## src/rtl/mem_access_seq.sv

```systemverilog
// mem_access_seq: multicycle load/store/fetch sequencer between control and the memory port.
// Accepts one request at a time, drives an aligned address with lane byte enables and
// lane-shifted store data, waits for mem_resp (optionally bounded by TIMEOUT cycles) and
// returns extended load data or a trap cause, together with RVFI read/write lane masks.
//
// Ports:
//   clk, rst                      clock, synchronous active-high reset
//   req_valid/req_ready           request handshake (ready only when idle)
//   req_write, req_funct3         access kind and RV load/store funct3
//   req_addr, req_wdata           byte address, unshifted store data
//   rsp_valid                     one-cycle completion pulse
//   rsp_rdata, rsp_trap           extended load data (0 for stores/traps), trap flag
//   rsp_cause                     0 none, 1 misaligned, 2 illegal funct3, 3 timeout
//   rmask, wmask                  lanes read / written, valid with rsp_valid
//   mem_address                   aligned address
//   mem_read, mem_write           strobes, held until mem_resp or timeout
//   mem_byte_enable, mem_wdata    lane enables, lane-shifted store data
//   mem_rdata, mem_resp           read data and completion from memory
module mem_access_seq #(
    parameter int unsigned XLEN    = 32,
    parameter int unsigned TIMEOUT = 255
) (
    input  logic                clk,
    input  logic                rst,
    input  logic                req_valid,
    output logic                req_ready,
    input  logic                req_write,
    input  logic [2:0]          req_funct3,
    input  logic [XLEN-1:0]     req_addr,
    input  logic [XLEN-1:0]     req_wdata,
    output logic                rsp_valid,
    output logic [XLEN-1:0]     rsp_rdata,
    output logic                rsp_trap,
    output logic [1:0]          rsp_cause,
    output logic [XLEN/8-1:0]   rmask,
    output logic [XLEN/8-1:0]   wmask,
    output logic [XLEN-1:0]     mem_address,
    output logic                mem_read,
    output logic                mem_write,
    output logic [XLEN/8-1:0]   mem_byte_enable,
    output logic [XLEN-1:0]     mem_wdata,
    input  logic [XLEN-1:0]     mem_rdata,
    input  logic                mem_resp
);

    localparam int unsigned NB      = XLEN / 8;
    localparam int unsigned OFFW    = $clog2(NB);
    localparam logic [31:0] TO_LAST = (TIMEOUT == 0) ? 32'd0 : 32'(TIMEOUT - 1);

    typedef enum logic [1:0] {S_IDLE, S_ACCESS, S_RESP} state_t;

    state_t state, state_nxt;

    logic            write_q;
    logic [2:0]      f3_q;
    logic [XLEN-1:0] addr_q;
    logic [XLEN-1:0] wdata_q;
    logic [XLEN-1:0] rdata_q;
    logic            trap_q;
    logic [1:0]      cause_q;
    logic [31:0]     cnt_q;

    function automatic logic f3_illegal(input logic wr, input logic [2:0] f3);
        if (wr) begin
            if (XLEN == 32) return f3 >= 3'b011;
            return f3 >= 3'b100;
        end
        return (f3 == 3'b111) || ((XLEN == 32) && ((f3 == 3'b011) || (f3 == 3'b110)));
    endfunction

    function automatic logic misaligned(input logic [2:0] f3, input logic [OFFW-1:0] off);
        case (f3[1:0])
            2'b01:   return off[0];
            2'b10:   return off[1:0] != 2'b00;
            2'b11:   return off != '0;
            default: return 1'b0;
        endcase
    endfunction

    logic dec_illegal, dec_misal, to_hit;
    assign dec_illegal = f3_illegal(req_write, req_funct3);
    assign dec_misal   = misaligned(req_funct3, req_addr[OFFW-1:0]);
    // TIMEOUT == 0 disables the bound entirely
    assign to_hit      = (TIMEOUT != 0) && (cnt_q == TO_LAST);

    // Lane datapath, derived from the latched request
    logic [OFFW-1:0]   off_q;
    logic [OFFW+2:0]   shamt;
    logic [NB-1:0]     be_c;
    logic [XLEN-1:0]   wdata_sh, rdata_sh, size_mask, load_ext;
    logic              sign_bit;

    assign off_q    = addr_q[OFFW-1:0];
    assign shamt    = {off_q, 3'b000};
    assign wdata_sh = wdata_q << shamt;
    assign rdata_sh = mem_rdata >> shamt;

    always_comb begin
        be_c      = '1;
        size_mask = '1;
        sign_bit  = 1'b0;
        case (f3_q[1:0])
            2'b00: begin
                be_c      = NB'(1) << off_q;
                size_mask = XLEN'(8'hFF);
                sign_bit  = rdata_sh[7];
            end
            2'b01: begin
                be_c      = NB'(2'b11) << off_q;
                size_mask = XLEN'(16'hFFFF);
                sign_bit  = rdata_sh[15];
            end
            2'b10: begin
                be_c      = NB'(4'hF) << off_q;
                size_mask = XLEN'(32'hFFFF_FFFF);
                sign_bit  = rdata_sh[31];
            end
            default: ;
        endcase
        // Sign extension fills everything above the access size; funct3[2] marks unsigned
        load_ext = (rdata_sh & size_mask) | ((sign_bit && !f3_q[2]) ? ~size_mask : '0);
    end

    // State register
    always_ff @(posedge clk) begin
        if (rst) state <= S_IDLE;
        else     state <= state_nxt;
    end

    // Next-state logic
    always_comb begin
        state_nxt = state;
        case (state)
            S_IDLE: begin
                if (req_valid) begin
                    if (dec_illegal || dec_misal) state_nxt = S_RESP;
                    else                          state_nxt = S_ACCESS;
                end
            end
            S_ACCESS: begin
                if (mem_resp || to_hit) state_nxt = S_RESP;
            end
            S_RESP:  state_nxt = S_IDLE;
            default: state_nxt = S_IDLE;
        endcase
    end

    // Request latch, wait counter and response capture
    always_ff @(posedge clk) begin
        if (rst) begin
            write_q <= 1'b0;
            f3_q    <= '0;
            addr_q  <= '0;
            wdata_q <= '0;
            rdata_q <= '0;
            trap_q  <= 1'b0;
            cause_q <= '0;
            cnt_q   <= '0;
        end else begin
            case (state)
                S_IDLE: begin
                    if (req_valid) begin
                        write_q <= req_write;
                        f3_q    <= req_funct3;
                        addr_q  <= req_addr;
                        wdata_q <= req_wdata;
                        rdata_q <= '0;
                        cnt_q   <= '0;
                        trap_q  <= dec_illegal || dec_misal;
                        // Illegal funct3 outranks misalignment
                        cause_q <= dec_illegal ? 2'd2 : (dec_misal ? 2'd1 : 2'd0);
                    end
                end
                S_ACCESS: begin
                    // A response arriving on the last allowed cycle still completes normally
                    if (mem_resp) begin
                        rdata_q <= load_ext;
                    end else if (to_hit) begin
                        trap_q  <= 1'b1;
                        cause_q <= 2'd3;
                    end else begin
                        cnt_q   <= cnt_q + 32'd1;
                    end
                end
                default: ;
            endcase
        end
    end

    // Outputs
    always_comb begin
        req_ready       = 1'b0;
        rsp_valid       = 1'b0;
        rsp_rdata       = '0;
        rsp_trap        = 1'b0;
        rsp_cause       = '0;
        rmask           = '0;
        wmask           = '0;
        mem_address     = '0;
        mem_read        = 1'b0;
        mem_write       = 1'b0;
        mem_byte_enable = '0;
        mem_wdata       = '0;
        case (state)
            S_IDLE: req_ready = 1'b1;
            S_ACCESS: begin
                mem_read        = !write_q;
                mem_write       = write_q;
                mem_address     = {addr_q[XLEN-1:OFFW], {OFFW{1'b0}}};
                mem_byte_enable = be_c;
                mem_wdata       = wdata_sh;
            end
            S_RESP: begin
                rsp_valid = 1'b1;
                rsp_trap  = trap_q;
                rsp_cause = cause_q;
                if (!trap_q) begin
                    if (write_q) begin
                        wmask = be_c;
                    end else begin
                        rmask     = be_c;
                        rsp_rdata = rdata_q;
                    end
                end
            end
            default: ;
        endcase
    end

endmodule
```

## config.mk

```make
export PLATFORM = sky130hd
export DESIGN_NAME = mem_access_seq
export DESIGN_NICKNAME = d
export VERILOG_FILES = /design/src/rtl/mem_access_seq.sv
export SDC_FILE = /design/constraint.sdc
export NUM_CORES = 1
export LEC_CHECK = 0
export ABC_AREA = 1
export CORE_ASPECT_RATIO = 2
export CORE_UTILIZATION = 44
export DETAILED_ROUTE_END_ITERATION = 10
export PLACE_DENSITY = 0.78
export SYNTH_ARGS = -nofsm -noshare
export SYNTH_HDL_FRONTEND = slang
export SYNTH_SLANG_ARGS = --single-unit
```

## constraint.sdc

```tcl
create_clock -name clk -period 1.55 [get_ports clk]
set_input_delay 0.155 -clock clk [delete_from_list [all_inputs] [get_ports clk]]
set_output_delay 0.155 -clock clk [all_outputs]
set_load 0.01 [all_outputs]
```

==> results.toml, run 1 <==
[synthesis]
syn-cell-area_mm2 = 0.00766
synth.avg_cell_area_um2 = 6.25
synth.area.top_cells = "dfxtp_1 36%, nor2_1 15%, nand2_1 11%"
yosysUniqueCellTypes = 33
yosys.area.top_type = "dfxtp_1"
synth_edf_count = 0
yosysWarnings = 0
ys_seq_area_frac = 0.358
async_flop_share = 0
synthFlopType = "dfxtp_1"
yosysTopAreaCellShare = 0.358
ys_ff_latch = 137
post-synth-top-count-cell = "nor2_1"
synthCells = 1225
synthTopCellsByCount = "297 x nor2_1, 221 x nand2_1, 137 x dfxtp_1"

[global_route]
grt_max_degree = 75
overflow = 11
grt_use_total = 0.655

[timing]
endpoint_type = "top-level output"
grt_worst_setup_endpoint = "rmask[3]"

[outcome]
lastStage = "5_1_grt"
status = "stopped before the end"
error = "[ERROR GRT-0232] Routing congestion too high. Check the congestion heatmap in the GUI."

[clock_network]
cts.sinks = 137
cts_buffer_depth = 2
cts.htree.levels = 4
numCtsBuffers = 17
root_buffer = "clkbuf_16"

[place]
gp_congestion = 0.970
dp_hpwl_mm = 19.9
io_buffers = 216
placed_cells = 1689

[floorplanning]
ios = 219
rows = 67
floorplan.initialDensity = 0.455
die_width_um = 95.3
die_h_um = 189
-- stage by stage --
stage          instance area (um2)  setup WS, ps   util
4_1_cts                      12600          -324  0.751
2_1_floorplan                 7720          5.17      -
3_3_place_gp                 10900          -277  0.646
3_5_place_dp                 10900          -285  0.646
-- routing by layer --
layer / overflow / GRT usage
met5: 0 / 0.128
met4: 4 / 0.716
met3: 0 / 0.411
met2: 7 / 0.861
met1: 0 / 0.636
-- cell families after synthesis --
group / synth area share
muxes: 0.0131
buffers and inverters: 0.0998
xor gates and xnor gates: 0.00915
adders and majority gates: 0.0147
AOI/OAI and AO/OA: 0.169
and+or+nand+nor: 0.335
DFF: 0.358
other: 0.000490
-- timing repair --
| item | CTS |
|---|---|
| pin swaps | 31 |
| setup endpoints to repair | 175 |
| gates cloned | 22 |
| gates resized for setup | 673 |
| buffers inserted | 38 |
| hold buffers | 0 |
==> run 2, diff against run 1 <==
Settings changed: CORE_ASPECT_RATIO 2 to not set, CORE_UTILIZATION 44 to 30, PLACE_DENSITY 0.78 to not set, PLACE_DENSITY_LB_ADDON set to 0.15.
Clock period 1.55 ns to 2 ns, I/O delays scaled along.
==> results.toml, run 2 <==
[outcome]
status = "finished clean"

[cells_and_area]
final_cell_mix = "286 x nor2_1, 216 x nand2_1, 133 x dfxtp_1"
nFillCells = 2693
drive_gt1_frac = 0.132
nNetsFinal = 1551
antenna_cells = 0
final_common_cell = "nor2_1"
area_growth_pct = 43.8
multi_input_area_mm2 = 0.00433
regArea_mm2 = 0.00275

[clock_network]
cts_tree = "built"
cts.sinks = 137
cts_buffer_depth = 2
cts_hold_buf = 0
cts.htree.levels = 4
insertion_delay_ps = 420
cts.clk_slew.worst_paths_ps = 60
root_buffer = "clkbuf_16"
numCtsBuffers = 17

[synthesis]
synth.avg_cell_area_um2 = 6.25
synth_top_family_by_area = "simple AND/OR/NAND/NOR gates"
ys_seq_area_frac = 0.358
synth_compound_area_frac = 0.169
yosysWarnings = 0
synth.area.top_cells = "dfxtp_1 36%, nor2_1 15%, nand2_1 11%"
synthCells = 1225
yosysTopAreaCellShare = 0.358
synthTopCellsByCount = "297 x nor2_1, 221 x nand2_1, 137 x dfxtp_1"
syn-cell-area_mm2 = 0.00766
synthAdderAreaFrac = 0.0147
ys_ff_latch = 137
post-synth-top-count-cell = "nor2_1"
synthFlopType = "dfxtp_1"
synthSimpleGateAreaFrac = 0.335
yosysUniqueCellTypes = 33
synth_xor_area_frac = 0.00915
synth_edf_count = 0
async_flop_share = 0
yosys.area.top_type = "dfxtp_1"
muxShareOfSynthArea = 0.0131

[place]
gp_congestion = 0.845
dp_hpwl_mm = 18.2
dp_slack_ps = 55.8
io_buffers = 216

[worst_setup_path]
cp-startpoint = "state[1]"
critPathCapture = "rsp_rdata[8]"
rr_endpoint = "cnt_q[25]"
critical_path_class = "flop to output port"
endpoint_kind = "output port"
crit_path_max_fanout = 18
start_kind = "flop"
arrival_ps = 1770
rr_worst_depth = 10
regToRegStartpoint = "cnt_q[0]"
r2r_slack_ps = 180
critPathRequiredTime_ps = 1800

[route]
drc = 0
routed-via-count = 8403
antenna_left = 0
firstDrtPassIters = 5
via_per_inst = 4.72
routed_wl_mm = 26.2
first_iter_violations = 512
routedWlPerCell_um = 14.7

[timing]
setup_slack_ps = 31.3
tns_ps = 0
min_period_ps = 1970
rsz0062_at_grt = "yes"
hold_viol = 0
fin_crit_sh = 0.984
skew_ps = 8.79
tightest_slew_ps = 609
hold_slack_ps = 240
relSlewSlack = 0.593
max_freq_mhz = 508
maxSlewViolCount = 0
setup_viol = 0

[floorplanning]
ios = 219
dieArea_mm2 = 0.0262
rows = 58
die_h_um = 162
die_width_um = 162
floorplan.initialDensity = 0.305
core_area_mm2 = 0.0251

[hold_path]
hold_depth = 4
hold_path.class = "input pin to flop"
holdCritStartpoint = "rst"

[global_route]
grt_pass1_wl_mm = 41.4
grt_max_degree = 95
antenna_found_initial = 0
grt_use_total = 0.198
overflow = 0
grt_pass1_vias = 7973

[power_and_ir_drop]
powerDensity_mw_per_mm2 = 690
finalPower_w = 0.00759
peakVddDrop_uv = 554
p_leak_nw = 4.54

[flow_run]
cap_violations = 0
==> run 2: logic make-up (layout without fill, tap and decap cells) <==
family / after synthesis / after routing
xor+xnor: 8 / 8
buf+inv: 191 / 416
mux: 10 / 10
flops: 137 / 137
simple gates: 637 / 637
fa+ha+maj: 9 / 9
compound gates: 232 / 232
other cells: 1 / 2
==> run 2: area by class of cell <==
cell class | instances | share of cell area
Clock buffer | 20 | 0.0406
Multi-Input combinational cell | 898 | 0.393
Clock inverter | 12 | 0.0127
Inverter | 114 | 0.0393
Sequential cell | 137 | 0.250
Timing Repair Buffer | 270 | 0.227
Tap cell | 330 | 0.0375
==> run 2: critical path, stage by stage, from the launching register on <==
cell and delay [ps]:
dfxtp_2 330, inv_1 60, buf_4 140, nor2_4 160, nand3_4 180, clkbuf_16 240
nor2_1 100, buf_2 140
==> run 2: how the worst min path moves through the flow <==
stage	end	slack (ps)
after floorplan	state[0]	370
after global placement	addr_q[4]	440
after detailed placement	addr_q[28]	440
after CTS	cnt_q[9]	220
after global routing	cnt_q[2]	270
final	cnt_q[10]	240
==> run 2: report_power, final <==
part	internal [W]	switching, W
sequential	0.00288	0.0000764
clock	0.00189	0.00128
combinational	0.000639	0.000833
total	0.00540	0.00219
==> run 2: timing repair <==
action / 4_1_cts / 5_1_grt
pin swaps: 3 / 2
setup endpoints to repair: 92 / 87
buffers inserted: 1 / 1
gates cloned: 0 / 5
gates resized for setup: 196 / 121
==> run 2: per-layer routing <==
metal | vias up | wire [um] | GRT usage
li1 | 4374 | - | -
met1 | 3746 | 12400 | 0.257
met4 | 0 | 267 | 0.0562
met5 | - | 0 | 0
met3 | 18 | 2050 | 0.0610
met2 | 265 | 11500 | 0.315
==> run 2: through the flow <==
step / cells / instance area, um2 / util
finish: 1781 / 11000 / 0.439
global route: 1781 / 11000 / 0.439
CTS: 1776 / 11000 / 0.439
detailed placement: 1743 / 10400 / 0.415
global placement: 1743 / 10400 / 0.415
floorplan: 1226 / 7660 / -
Note: power is estimated with default switching activity, not from simulation.
